[src/rtl/chip8_pkg.sv]
// Shared constants and types for the CHIP-8 keypad input stage.
package chip8_pkg;

  localparam int NUM_KEYS               = 16;
  localparam int DEFAULT_TICK_DIV       = 2048;
  localparam int DEFAULT_DEBOUNCE_TICKS = 4;
  localparam int DEFAULT_REPEAT_DELAY   = 32;
  localparam int DEFAULT_REPEAT_RATE    = 8;

  typedef logic [3:0] key_t;

  // Auto-repeat tracker state: waiting for the first repeat or for later ones.
  typedef enum logic [1:0] {
    REP_IDLE  = 2'd0,
    REP_DELAY = 2'd1,
    REP_RATE  = 2'd2
  } rep_state_t;

  // Index of the lowest set bit. Returns 0 for an empty mask.
  function automatic key_t lowest_key(input logic [NUM_KEYS-1:0] mask);
    key_t k;
    k = '0;
    for (int i = NUM_KEYS - 1; i >= 0; i--) begin
      if (mask[i]) k = key_t'(i);
    end
    return k;
  endfunction

endpackage

[src/rtl/keypad_debounce_bit.sv]
// One keypad key: 2-flop synchroniser, tick-driven debounce counter and
// the committed (debounced) level. rise pulses in the cycle a 0->1 commit
// is being made so the parent can latch it in the same edge.
module keypad_debounce_bit
  import chip8_pkg::*;
#(
  parameter int DEBOUNCE_TICKS = DEFAULT_DEBOUNCE_TICKS
) (
  input  logic clk,
  input  logic reset,
  input  logic raw,
  input  logic tick,
  output logic level,
  output logic rise
);

  localparam logic [2:0] CNT_LAST = 3'(DEBOUNCE_TICKS - 1);

  logic       meta_q, meta_d;
  logic       sync_q, sync_d;
  logic       level_q, level_d;
  logic [2:0] cnt_q, cnt_d;

  // Synchronise the raw switch and count consecutive differing samples.
  always_comb begin
    meta_d  = raw;
    sync_d  = meta_q;
    level_d = level_q;
    cnt_d   = cnt_q;
    rise    = 1'b0;
    if (tick) begin
      if (sync_q == level_q) begin
        cnt_d = '0;
      end else if (cnt_q == CNT_LAST) begin
        level_d = ~level_q;
        cnt_d   = '0;
        rise    = ~level_q;
      end else begin
        cnt_d = cnt_q + 3'd1;
      end
    end
  end

  // State registers; reset discards any debounce progress.
  always_ff @(posedge clk) begin
    if (reset) begin
      meta_q  <= 1'b0;
      sync_q  <= 1'b0;
      level_q <= 1'b0;
      cnt_q   <= '0;
    end else begin
      meta_q  <= meta_d;
      sync_q  <= sync_d;
      level_q <= level_d;
      cnt_q   <= cnt_d;
    end
  end

  assign level = level_q;

endmodule

[src/rtl/chip8_keypad_scanner.sv]
// CHIP-8 keypad scanner: synchronises and debounces the two switch banks,
// drives the debounced keypad_matrix and emits one key_event per new press
// (lowest key first when several are pending).
// Optional auto-repeat of the last emitted key: define KEYPAD_REPEAT_EN.
module chip8_keypad_scanner
  import chip8_pkg::*;
#(
  parameter int TICK_DIV       = DEFAULT_TICK_DIV,
  parameter int DEBOUNCE_TICKS = DEFAULT_DEBOUNCE_TICKS,
  parameter int REPEAT_DELAY   = DEFAULT_REPEAT_DELAY,
  parameter int REPEAT_RATE    = DEFAULT_REPEAT_RATE
) (
  input  logic        clk,
  input  logic        reset,
  input  logic [7:0]  switches_p1,
  input  logic [7:0]  switches_p2,
  output logic [15:0] keypad_matrix,
  output logic        key_event,
  output logic [3:0]  key_code
);

  localparam int               PRE_W    = $clog2(TICK_DIV);
  localparam logic [PRE_W-1:0] PRE_LAST = PRE_W'(TICK_DIV - 1);

  if (TICK_DIV < 2) begin : g_chk_div
    $error("TICK_DIV must be at least 2");
  end
  if (DEBOUNCE_TICKS < 1 || DEBOUNCE_TICKS > 7) begin : g_chk_deb
    $error("DEBOUNCE_TICKS must be in 1..7");
  end
  if (REPEAT_DELAY < 1 || REPEAT_DELAY > 256 || REPEAT_RATE < 1 || REPEAT_RATE > 256) begin : g_chk_rep
    $error("REPEAT_DELAY and REPEAT_RATE must be in 1..256");
  end

  logic [NUM_KEYS-1:0] raw;
  logic [NUM_KEYS-1:0] level;
  logic [NUM_KEYS-1:0] rise;
  logic [NUM_KEYS-1:0] rep_set;
  logic [NUM_KEYS-1:0] clear_mask;
  logic [NUM_KEYS-1:0] pending_q, pending_d;
  logic [PRE_W-1:0]    pre_q, pre_d;
  logic                tick;
  logic                key_event_q, key_event_d;
  key_t                key_code_q, key_code_d;

  assign raw = {switches_p2, switches_p1};

  for (genvar i = 0; i < NUM_KEYS; i++) begin : g_key
    keypad_debounce_bit #(
      .DEBOUNCE_TICKS(DEBOUNCE_TICKS)
    ) u_bit (
      .clk  (clk),
      .reset(reset),
      .raw  (raw[i]),
      .tick (tick),
      .level(level[i]),
      .rise (rise[i])
    );
  end

  // Free-running prescaler producing a one-cycle debounce sample tick.
  always_comb begin
    tick  = (pre_q == PRE_LAST);
    pre_d = tick ? '0 : pre_q + PRE_W'(1);
  end

  // Emit the lowest pending press; a fresh commit in the same cycle wins.
  always_comb begin
    key_event_d = 1'b0;
    key_code_d  = key_code_q;
    clear_mask  = '0;
    if (pending_q != '0) begin
      key_event_d             = 1'b1;
      key_code_d              = lowest_key(pending_q);
      clear_mask[key_code_d]  = 1'b1;
    end
    pending_d = (pending_q & ~clear_mask) | rise | rep_set;
  end

  // Prescaler, pending mask and registered event outputs.
  always_ff @(posedge clk) begin
    if (reset) begin
      pre_q       <= '0;
      pending_q   <= '0;
      key_event_q <= 1'b0;
      key_code_q  <= '0;
    end else begin
      pre_q       <= pre_d;
      pending_q   <= pending_d;
      key_event_q <= key_event_d;
      key_code_q  <= key_code_d;
    end
  end

`ifdef KEYPAD_REPEAT_EN
  rep_state_t rep_state_q, rep_state_d;
  key_t       rep_key_q, rep_key_d;
  logic [7:0] rep_cnt_q, rep_cnt_d;
  logic [7:0] rep_target;

  // Track the last emitted key and re-arm its pending bit while it is held.
  always_comb begin
    rep_state_d = rep_state_q;
    rep_key_d   = rep_key_q;
    rep_cnt_d   = rep_cnt_q;
    rep_set     = '0;
    rep_target  = (rep_state_q == REP_DELAY) ? 8'(REPEAT_DELAY - 1) : 8'(REPEAT_RATE - 1);
    if (key_event_d) begin
      if (rep_state_q == REP_IDLE || key_code_d != rep_key_q) begin
        rep_state_d = REP_DELAY;
      end
      rep_key_d = key_code_d;
      rep_cnt_d = '0;
    end else if (tick && rep_state_q != REP_IDLE) begin
      if (!level[rep_key_q]) begin
        rep_state_d = REP_IDLE;
      end else if (rep_cnt_q == rep_target) begin
        rep_set[rep_key_q] = 1'b1;
        rep_cnt_d          = '0;
        rep_state_d        = REP_RATE;
      end else begin
        rep_cnt_d = rep_cnt_q + 8'd1;
      end
    end
  end

  // Repeat tracker registers.
  always_ff @(posedge clk) begin
    if (reset) begin
      rep_state_q <= REP_IDLE;
      rep_key_q   <= '0;
      rep_cnt_q   <= '0;
    end else begin
      rep_state_q <= rep_state_d;
      rep_key_q   <= rep_key_d;
      rep_cnt_q   <= rep_cnt_d;
    end
  end
`else
  assign rep_set = '0;
`endif

  assign keypad_matrix = level;
  assign key_event     = key_event_q;
  assign key_code      = key_code_q;

endmodule

[config.mk]
export PLATFORM = sky130hd
export DESIGN_NAME = chip8_keypad_scanner
export DESIGN_NICKNAME = d
export VERILOG_FILES = /design/src/rtl/chip8_pkg.sv /design/src/rtl/keypad_debounce_bit.sv /design/src/rtl/chip8_keypad_scanner.sv
export SDC_FILE = /design/constraint.sdc
export NUM_CORES = 1
export LEC_CHECK = 0
export BUFFER_PORTS_ARGS = -buffer_cell sky130_fd_sc_hd__buf_2
export CAP_MARGIN = 20
export CORE_MARGIN = 2
export CORE_UTILIZATION = 35
export DETAILED_ROUTE_END_ITERATION = 7
export PLACE_DENSITY = 0.59
export SLEW_MARGIN = 5
export SYNTH_ARGS = -nofsm -noshare
export SYNTH_HDL_FRONTEND = slang
export SYNTH_HIERARCHICAL = 1
export SYNTH_SLANG_ARGS = --single-unit
[constraint.sdc]
create_clock -name clk -period 3.8 [get_ports clk]
set_input_delay 0.76 -clock clk [delete_from_list [all_inputs] [get_ports clk]]
set_output_delay 0.76 -clock clk [all_outputs]
set_load 0.05 [all_outputs]
# Yosys cells after proc, flatten, opt, wreduce, memory -nomap -nowiden
# Cells that the tools add are included.
totals:
  mem_count: 0
  reg_bits: 128
  latch_bits: 0
  mem_bits_rw: 0
  mem_bits_ro: 0
  out_inout_bits: 21
classes:
  n_mul: 0
  n_reduce_logical: 19
  n_bitwise: 35
  div_mod_pow: 0
  n_addsub: 17
  n_eq_ne: 33
  n_shift: 0
  n_mux: 101
  magnitude_cmp: 2
ops:
  columns: ["cell", "count"]
  rows:
  - ["$mux 3", 32]
  - ["$mux 4", 17]
  - ["$mux 1", 50]
  - ["$add 3x1->3 const B", 16]
  - ["$eq 3x2->1 const B", 16]
  - ["$reduce_and 3->1", 16]
  - ["$not 1->1", 32]
  - ["$and 16x16->16", 1]
  - ["$eq 1x1->1", 16]
  - ["$mux 16", 1]
  - ["$not 16->16", 1]
  - ["$or 16x16->16", 1]
  - ["$reduce_bool 16->1", 1]
  - ["$add 11x1->11 const B", 1]
  - ["$eq 11x11->1 const B", 1]
  - ["$lt 4x5->1 const B", 1]
  - ["$demux 1 s4", 1]
  - ["$ge 4x1->1 const B", 1]
  - ["$reduce_or 2->1", 1]
  - ["$logic_and 1x1->1", 1]

# Logic depth before layout (Yosys ltp)
# Gate-level depths: netlist (run 1).
logic_depth:
  ltp_word: 25
  ltp_mapped: 8
  depth_no_buf: 8

# Hierarchy
# The synthesis (run 1) kept the hierarchy.
by_module_without_submodules:
  columns: ["module", "area_per_inst_um2", "cells_per_inst", "instances", "seq_area_each_um2"]
  rows:
  - ["keypad_debounce_bit (g_key[0].u_bit ...)", 242.7, 24, 15, 120.1]
  - ["chip8_keypad_scanner", 1391.3, 161, 1, 640.6]
  - ["keypad_debounce_bit (g_key[7].u_bit)", 242.7, 21, 1, 120.1]

# Worst setup path before layout (run 1)
# No wires, ideal clock.
synth_path:
  path_kind: "register -> register"
  startpoint: "register pre_q[5]"
  endpoint: "register pending_q[12]"
  slack_ns: 0.449
  t_required_ns: 3.712
  period_less_slack_ns: 3.351
  path_buffers: 0
  setup_ns: 0.088
  path_stages_with_launch: 9
  t_arrival_ns: 3.263
  path_cell_list: "dfxtp_1 nand3_1 or2_1 nor3_1 and2_1 nand3b_1 nor3b_1 nor2_1 a311oi_2"
synth_between:
  elab_chain_len: 3
synth_lines:
  columns: ["item", "line_no", "source"]
  rows:
  - ["start: declaration", "chip8_keypad_scanner.sv:41", "logic [PRE_W-1:0] pre_q, pre_d;"]
  - ["start signal: assignment", "chip8_keypad_scanner.sv:88", "pre_q <= pre_d;"]
  - ["$eq 11x11->1", "chip8_keypad_scanner.sv:63", "tick = (pre_q == PRE_LAST);"]
  - ["named net tick", "chip8_keypad_scanner.sv:42", "logic tick;"]
  - ["$mux 1", "keypad_debounce_bit.sv:31", "if (tick) begin"]
  - ["named net rise[12]", "chip8_keypad_scanner.sv:37", "logic [NUM_KEYS-1:0] rise;"]
  - ["$or 16x16->16", "chip8_keypad_scanner.sv:77", "pending_d = (pending_q & ~clear_mask) | rise | rep_set;"]
  - ["end signal: assignment", "chip8_keypad_scanner.sv:89", "pending_q <= pending_d;"]
  - ["end: declaration", "chip8_keypad_scanner.sv:40", "logic [NUM_KEYS-1:0] pending_q, pending_d;"]
# The timed path passes the listed nets, and every way through them passes these cells.
# A chain may end at the register's enable or synchronous reset.

# Worst setup path in the final report (run 1)
layout_path:
  startpoint: "register pre_q[5]"
  endpoint: "register pending_q[6]"
# The elaborated chain is that of the path after synthesis.

==> results.md, run 1 <==
- Final worst clock skew: between 10 and 15 ps
- CTS Buf Count: 17
- Slew @ Worst Pin: about 820 ps
- Outcome: complete, no violations
- Net Sw Frac: 20.73%
- Buf/Inv on CP: 1
- Comb power frac: about 2%
- CP startpoint kind: flip-flop
- Layout net count: about 640
- Sequential Power Share: ~44%
- Util after Layout: between 40% and 50%
- Drt pass-1 iters: 4
- Pwr dens: about 490 mW/mm2
- RR Startpoint: pre_q[5]
- Final hold vios: 0
- Leakage: about 2.6 nW
- Yosys top cell area share: ~49%
- # setup viols final: 0
- CTS root buf: clkbuf_16
- Final HPWL from detailed placement: about 6800 um
- Initial cell density of the core: a little over a third
- Site Rows: 44
- Die Wd: ~130 um
- Top_reg_cell synth: dfxtp_1
- Routed Antenna Nets: 0
- Placed cell count: roughly 770
- Worst setup path startpoint: pre_q[5]
- Overall Global Routing Usage: 13.68%
- # clock sinks: 128
- Post-Route WL: between 10000 and 15000 um
- Worst VDD drop: between 0.0003 and 0.0004 V
- P&R area growth vs syn: 20.19%
- Post-CTS Setup Bufs: 0
- Delay of the slowest critical-path stage: between 500 and 600 ps
- Req. time, crit path: 4130 ps
- Post-cts resize count: 0
- Syn. warnings: 6
- Synth top area cells: dfxtp_1 (49%), nand2b_1 (9.1%), a21oi_1 (5.0%)
- CP arrival: around 3200 ps
- Fin crit share: approximately 75%
- IO Port Bufs: 38
- Initial antenna violation count: 0
- Yosys top cell by area: dfxtp_1
- ANT cells: 0
- Setup CP Type: flip-flop to flip-flop
- GPL Wtd Cong: between 0.7 and 0.8
- Filler cells: 1390
- Share of total power in the clock network: 53.7%
- CTS tree: yes
- Die height: 126.8 um
- Syn Std Cell Area: 0.005275 mm2
- I/O pin count: 39
- Max-cap viol count: 0
- CTS Hold Bufs: 0
- FFs w/ async S/R, synth: 0%
- Via count: just under 4000
- Net switching power: between 0.6 and 0.7 mW
- Maximum root-to-sink buffer count: 2
- Synth top cells by count: dfxtp_1 (128), nand2b_1 (77), nor2_1 (62)
- Core Region: about 0.015 mm2
- Number of DRC markers in iteration 0: approximately 180
- Drt via density: 4.942
- Sequential fraction of the synthesis area: between 40% and 50%
- First-pass GRT wire length: approximately 18000 um
- EDFF count, synth: 0
- Hold/Removal Path Class: flip-flop to flip-flop
- Worst skew pair latency: between 400 and 500 ps
- Crit path capture type: flip-flop
- Mapped Cells: 542
- H-tree levels: 4
- Worst path slowest cell: and2_2
- Gr ovfl total: 0
- Hold Crit Start: g_key[7].u_bit/meta_q
- Synth Area per Inst: 9.733 um2
- Wire length per cell: 13.03 um
- Syn nets: between 500 and 600
- Netlist cell types: between 40 and 50
- Internal Pwr Total: 2.456 mW
- RSZ-0062 raised after global routing: false
- Final TNS setup: 0 ps
- CP cell instances: nand3_1 -> or2_1 -> nor3_1 -> and2_2 -> buf_12 -> nand3b_1 -> nor3b_1 -> nor3_1 -> a211oi_2
- Largest net degree at the start of global routing: 80
- Layout cells sized above 1: between 10 and 15%
- Critical Path Fanout Max: between 40 and 50
- Clk slew on worst S/H paths: around 60 ps
- Achievable Freq: roughly 350 MHz
- Die area: approximately 0.016 mm2
- CP delay by family, top: simple AND/OR/NAND/NOR gates
- DRC violations left: 0
- Vias in the first global route: ~3900
- Crit path time final: approximately 2800 ps
- Synthesis-stage register bit count: about 130
- Final count of pins violating max slew: 0
- Cell with the most instances after synthesis: dfxtp_1
- Slew HR: between 40% and 50%
- Finished Layout Cells: approximately 800
- Most used cell, CP: nor3_1
## layout make-up
class                   count  area (um2)  area share [%]
repair buffers             42       235.2           3.710
clock buffers              19       452.9           7.144
clock inverters            12       157.7           2.487
well taps                 184       230.2           3.631
multi-input cells         404        2675           42.19
flip-flops and latches    128        2562           40.42
inverters                   7       26.28          0.4144
## per-stage QoR
step,total power [mW],worst slack (ps),instance area (um2),hold slack (ps)
finish,3.098,953.6,6340,432.3
global route,3.215,641.0,6340,457.6
CTS,3.147,945.0,6340,436.2
detailed placement,1.463,1009,5729,422.0
global placement,1.461,1131,5729,418.0
floorplan,1.430,448.6,5275,413.8
## placed cells by master (no fill, tap or decap), drive strengths merged, types with 17 or more instances in the layout
cell    instances
xor2           17
nor2b          33
nand3b         17
dfxtp         128
nor2           63
nand2b         77
nand3          19
buf            42
clkbuf         19
ha             17
a21oi          53
## power by group through the flow
| stage | clock, mW | sequential [mW] | combinational [mW] |
|---|---|---|---|
| finish | 1.66 | 1.37 | 0.0621 |
| global route | 1.77 | 1.37 | 0.0707 |
| CTS | 1.71 | 1.37 | 0.0636 |
| detailed placement | 0 | 1.40 | 0.0632 |
| global placement | 0 | 1.40 | 0.0615 |
| floorplan | 0 | 1.40 | 0.0328 |
## kinds of logic after synthesis
family          synth area share [%]
flops                          48.58
xor+xnor                       4.151
buf+inv                       0.7352
mux                            3.249
simple gates                   29.63
fa+ha+maj                      4.032
compound gates                 9.630
## routing by layer
metal	vias up	wire [um]	part of all wire [%]	global-route usage, %
met2	58	4751	46	21.78
li1	2014	-	-	-
met4	0	231	2.2	5.882
met3	13	331	3.2	4.766
met1	1849	5059	49	16.89
met5	-	0	0	0
## registers in the layout, summed over array words and instances, names as in the netlist
| name | cells |
|---|---|
| pending_q | 16 |
| pre_q | 11 |
| g_key.u_bit/level | 16 |
| g_key.u_bit/meta_q | 16 |
| key_code | 4 |
| g_key.u_bit/sync_q | 16 |
| g_key.u_bit/cnt_q | 48 |
| key_event | 1 |
## path summary, 6_finish.rpt
path,end,cells after the start,slack (ps)
hold / removal,g_key[7].u_bit/sync_q,1,430
setup / recovery,pending_q[6],9,950
setup reg to reg,pending_q[6],9,950
hold reg to reg,g_key[7].u_bit/sync_q,1,430
Power figures use the tool's default switching activity.
==> run 2, diff against run 1 <==
==> constraint.sdc (replaced) <==
create_clock -name clk -period 2.7 [get_ports clk]
set_input_delay 0.54 -clock clk [delete_from_list [all_inputs] [get_ports clk]]
set_output_delay 0.54 -clock clk [all_outputs]
set_load 0.05 [all_outputs]
==> results.md, run 2 (same netlist as run 1, synthesis figures left out) <==
- Layout net count: 638 (was 635)
- Fin crit share: 91.67% (was 74.90%)
- Leakage: 2.526 nW (was 2.557 nW)
- Req. time, crit path: 3030 ps (was 4130 ps)
- CTS root buf: clkbuf_16 (unchanged)
- CP startpoint kind: flip-flop (unchanged)
- Max-cap viol count: 0 (unchanged)
- RSZ-0062 raised after global routing: false (unchanged)
- Final hold vios: 0 (unchanged)
- Drt via density: 4.934 (was 4.942)
- Worst VDD drop: 0.0004668 V (was 0.0003417 V)
- Overall Global Routing Usage: 13.82% (was 13.68%)
- Site Rows: 44 (unchanged)
- Drt pass-1 iters: 4 (unchanged)
- Area of the multi-input gates: 0.002696 mm2 (was 0.002675 mm2)
- Final TNS setup: 0 ps (unchanged)
- Register area: 0.002562 mm2 (unchanged)
- CP arrival: 2800 ps (was 3170 ps)
- Final Power: 4.071 mW (was 3.098 mW)
- I/O pin count: 39 (unchanged)
- Hold/Removal Path Class: primary input to flip-flop (was flip-flop to flip-flop)
- Sequential Power Share: 47.4% (was 44.3%)
- Internal Pwr Total: 3.201 mW (was 2.456 mW)
- Critical Path Fanout Max: 77 (was 46)
- Slew HR: 57.15% (was 45.64%)
- IO Port Bufs: 38 (unchanged)
- Worst skew pair latency: 420 ps (was 410 ps)
- Net Sw Frac: 21.37% (was 20.73%)
- Biggest register: g_key.u_bit/cnt_q (unchanged)
- CTS tree: yes (unchanged)
- Routed Antenna Nets: 0 (unchanged)
- Util after Layout: 43.19% (was 43.29%)
- Largest net degree at the start of global routing: 78 (was 80)
- Post-Route WL: 10440 um (was 10370 um)
- Gr ovfl total: 0 (unchanged)
- Slew @ Worst Pin: 642.7 ps (was 815.4 ps)
- CTS Hold Bufs: 0 (unchanged)
- Commonest non-fill, non-tap cell in the layout: dfxtp_1 (unchanged)
- Layout cells sized above 1: 14.61% (was 14.05%)
- Die Wd: 126.8 um (unchanged)
- Post-CTS Setup Bufs: 0 (unchanged)
- Initial cell density of the core: 36.02% (unchanged)
- ANT cells: 0 (unchanged)
- # setup viols final: 0 (unchanged)
- Comb power frac: 2.3% (was 2.0%)
- Initial antenna violation count: 0 (unchanged)
- Outcome: complete, no violations (unchanged)
- Vias in the first global route: 3854 (was 3856)
- GPL Wtd Cong: 0.7827 (was 0.7696)
- CTS Buf Count: 17 (unchanged)
- Die height: 126.8 um (unchanged)
- First-pass GRT wire length: 17560 um (was 17770 um)
- Achievable Freq: 404.0 MHz (was 351.3 MHz)
- Max FFs per register: 48 (unchanged)
- Final worst clock skew: 6.832 ps (was 10.54 ps)
- Die area: 0.01607 mm2 (unchanged)
- Number of DRC markers in iteration 0: 232 (was 182)
- Via count: 3947 (was 3934)
- Most frequent cells in the layout: dfxtp_1 (128), nand2b_1 (77), nor2_1 (62), a21oi_1 (53), buf_2 (37) (unchanged)
- Share of total power in the clock network: 50.3% (was 53.7%)
- Final setup margin: 224.8 ps (was 953.6 ps)
- Core Region: 0.01464 mm2 (unchanged)
- # clock sinks: 128 (unchanged)
- Pwr dens: 643.6 mW/mm2 (was 488.6 mW/mm2)
- Final HPWL from detailed placement: 7038 um (was 6778 um)
- Wire length per cell: 13.04 um (was 13.03 um)
- Crit path time final: 2475 ps (was 2846 ps)
- Crit path capture type: flip-flop (unchanged)
- Setup CP Type: flip-flop to flip-flop (unchanged)
- Filler cells: 1434 (was 1390)
- H-tree levels: 4 (unchanged)
- DRC violations left: 0 (unchanged)
- Net switching power: 0.8701 mW (was 0.6421 mW)
- Maximum root-to-sink buffer count: 2 (unchanged)
- P&R area growth vs syn: 19.90% (was 20.19%)
- Setup slack at placement: 78.43 ps (was 1009 ps)
- Clk slew on worst S/H paths: 60 ps (about the same)
- Final count of pins violating max slew: 0 (unchanged)
## run 2: cell type report
class	instances	area share (%)
Inverter	7	0.4154
Sequential cell	128	40.51
Clock inverter	8	0.9100
Clock buffer	24	7.616
Timing Repair Buffer	45	4.273
Tap cell	184	3.640
Multi-Input combinational cell	404	42.63
## run 2: power groups by stage
stage	Combinational, mW	Sequential, mW	Clock (mW)
4_1_cts	0.0943	1.93	2.11
6_report	0.0921	1.93	2.05
5_1_grt	0.104	1.93	2.20
3_3_place_gp	0.0908	1.97	0
3_5_place_dp	0.0941	1.97	0
2_1_floorplan	0.0461	1.97	0
## run 2: timing repair
| action | in CTS | in global routing |
|---|---|---|
| endpoints found under the setup margin | 0 | 13 |
| hold endpoints to repair | 0 | 0 |
| gates resized for setup | 0 | 4 |
## run 2: per-stage QoR
stage / hold WS, ps / instance area (um2) / instances
after global placement: 419.0 / 5766 / 768
final: 330.5 / 6325 / 800
after CTS: 310.8 / 6305 / 800
after floorplan: 413.8 / 5278 / 542
after detailed placement: 420.4 / 5766 / 768
after global routing: 319.5 / 6325 / 800
## run 2: layer usage
metal	GRT usage, %	vias up	wire (um)
li1	-	2014	-
met1	16.62	1861	4905
met4	7.369	0	217
met2	22.19	54	4935
met5	0	-	0
met3	4.302	18	376
## run 2: critical path, cell delays in order (launching register included)
cell,delay [ps]
dfxtp_1,380
nand3_1,120
or2_1,270
nor3_2,260
and2_4,200
buf_12,250
nand3b_1,160
nor3b_1,350
nor3_1,100
a211oi_1,240
## run 2: worst paths after layout
path / slack (ps) / start / end / cells after the start
min: 330 / switches_p2[6] / g_key[14].u_bit/meta_q / 2
max: 220 / pre_q[5] / pending_q[10] / 9
min reg2reg: 430 / g_key[3].u_bit/meta_q / g_key[3].u_bit/sync_q / 1
max reg2reg: 220 / pre_q[5] / pending_q[10] / 9
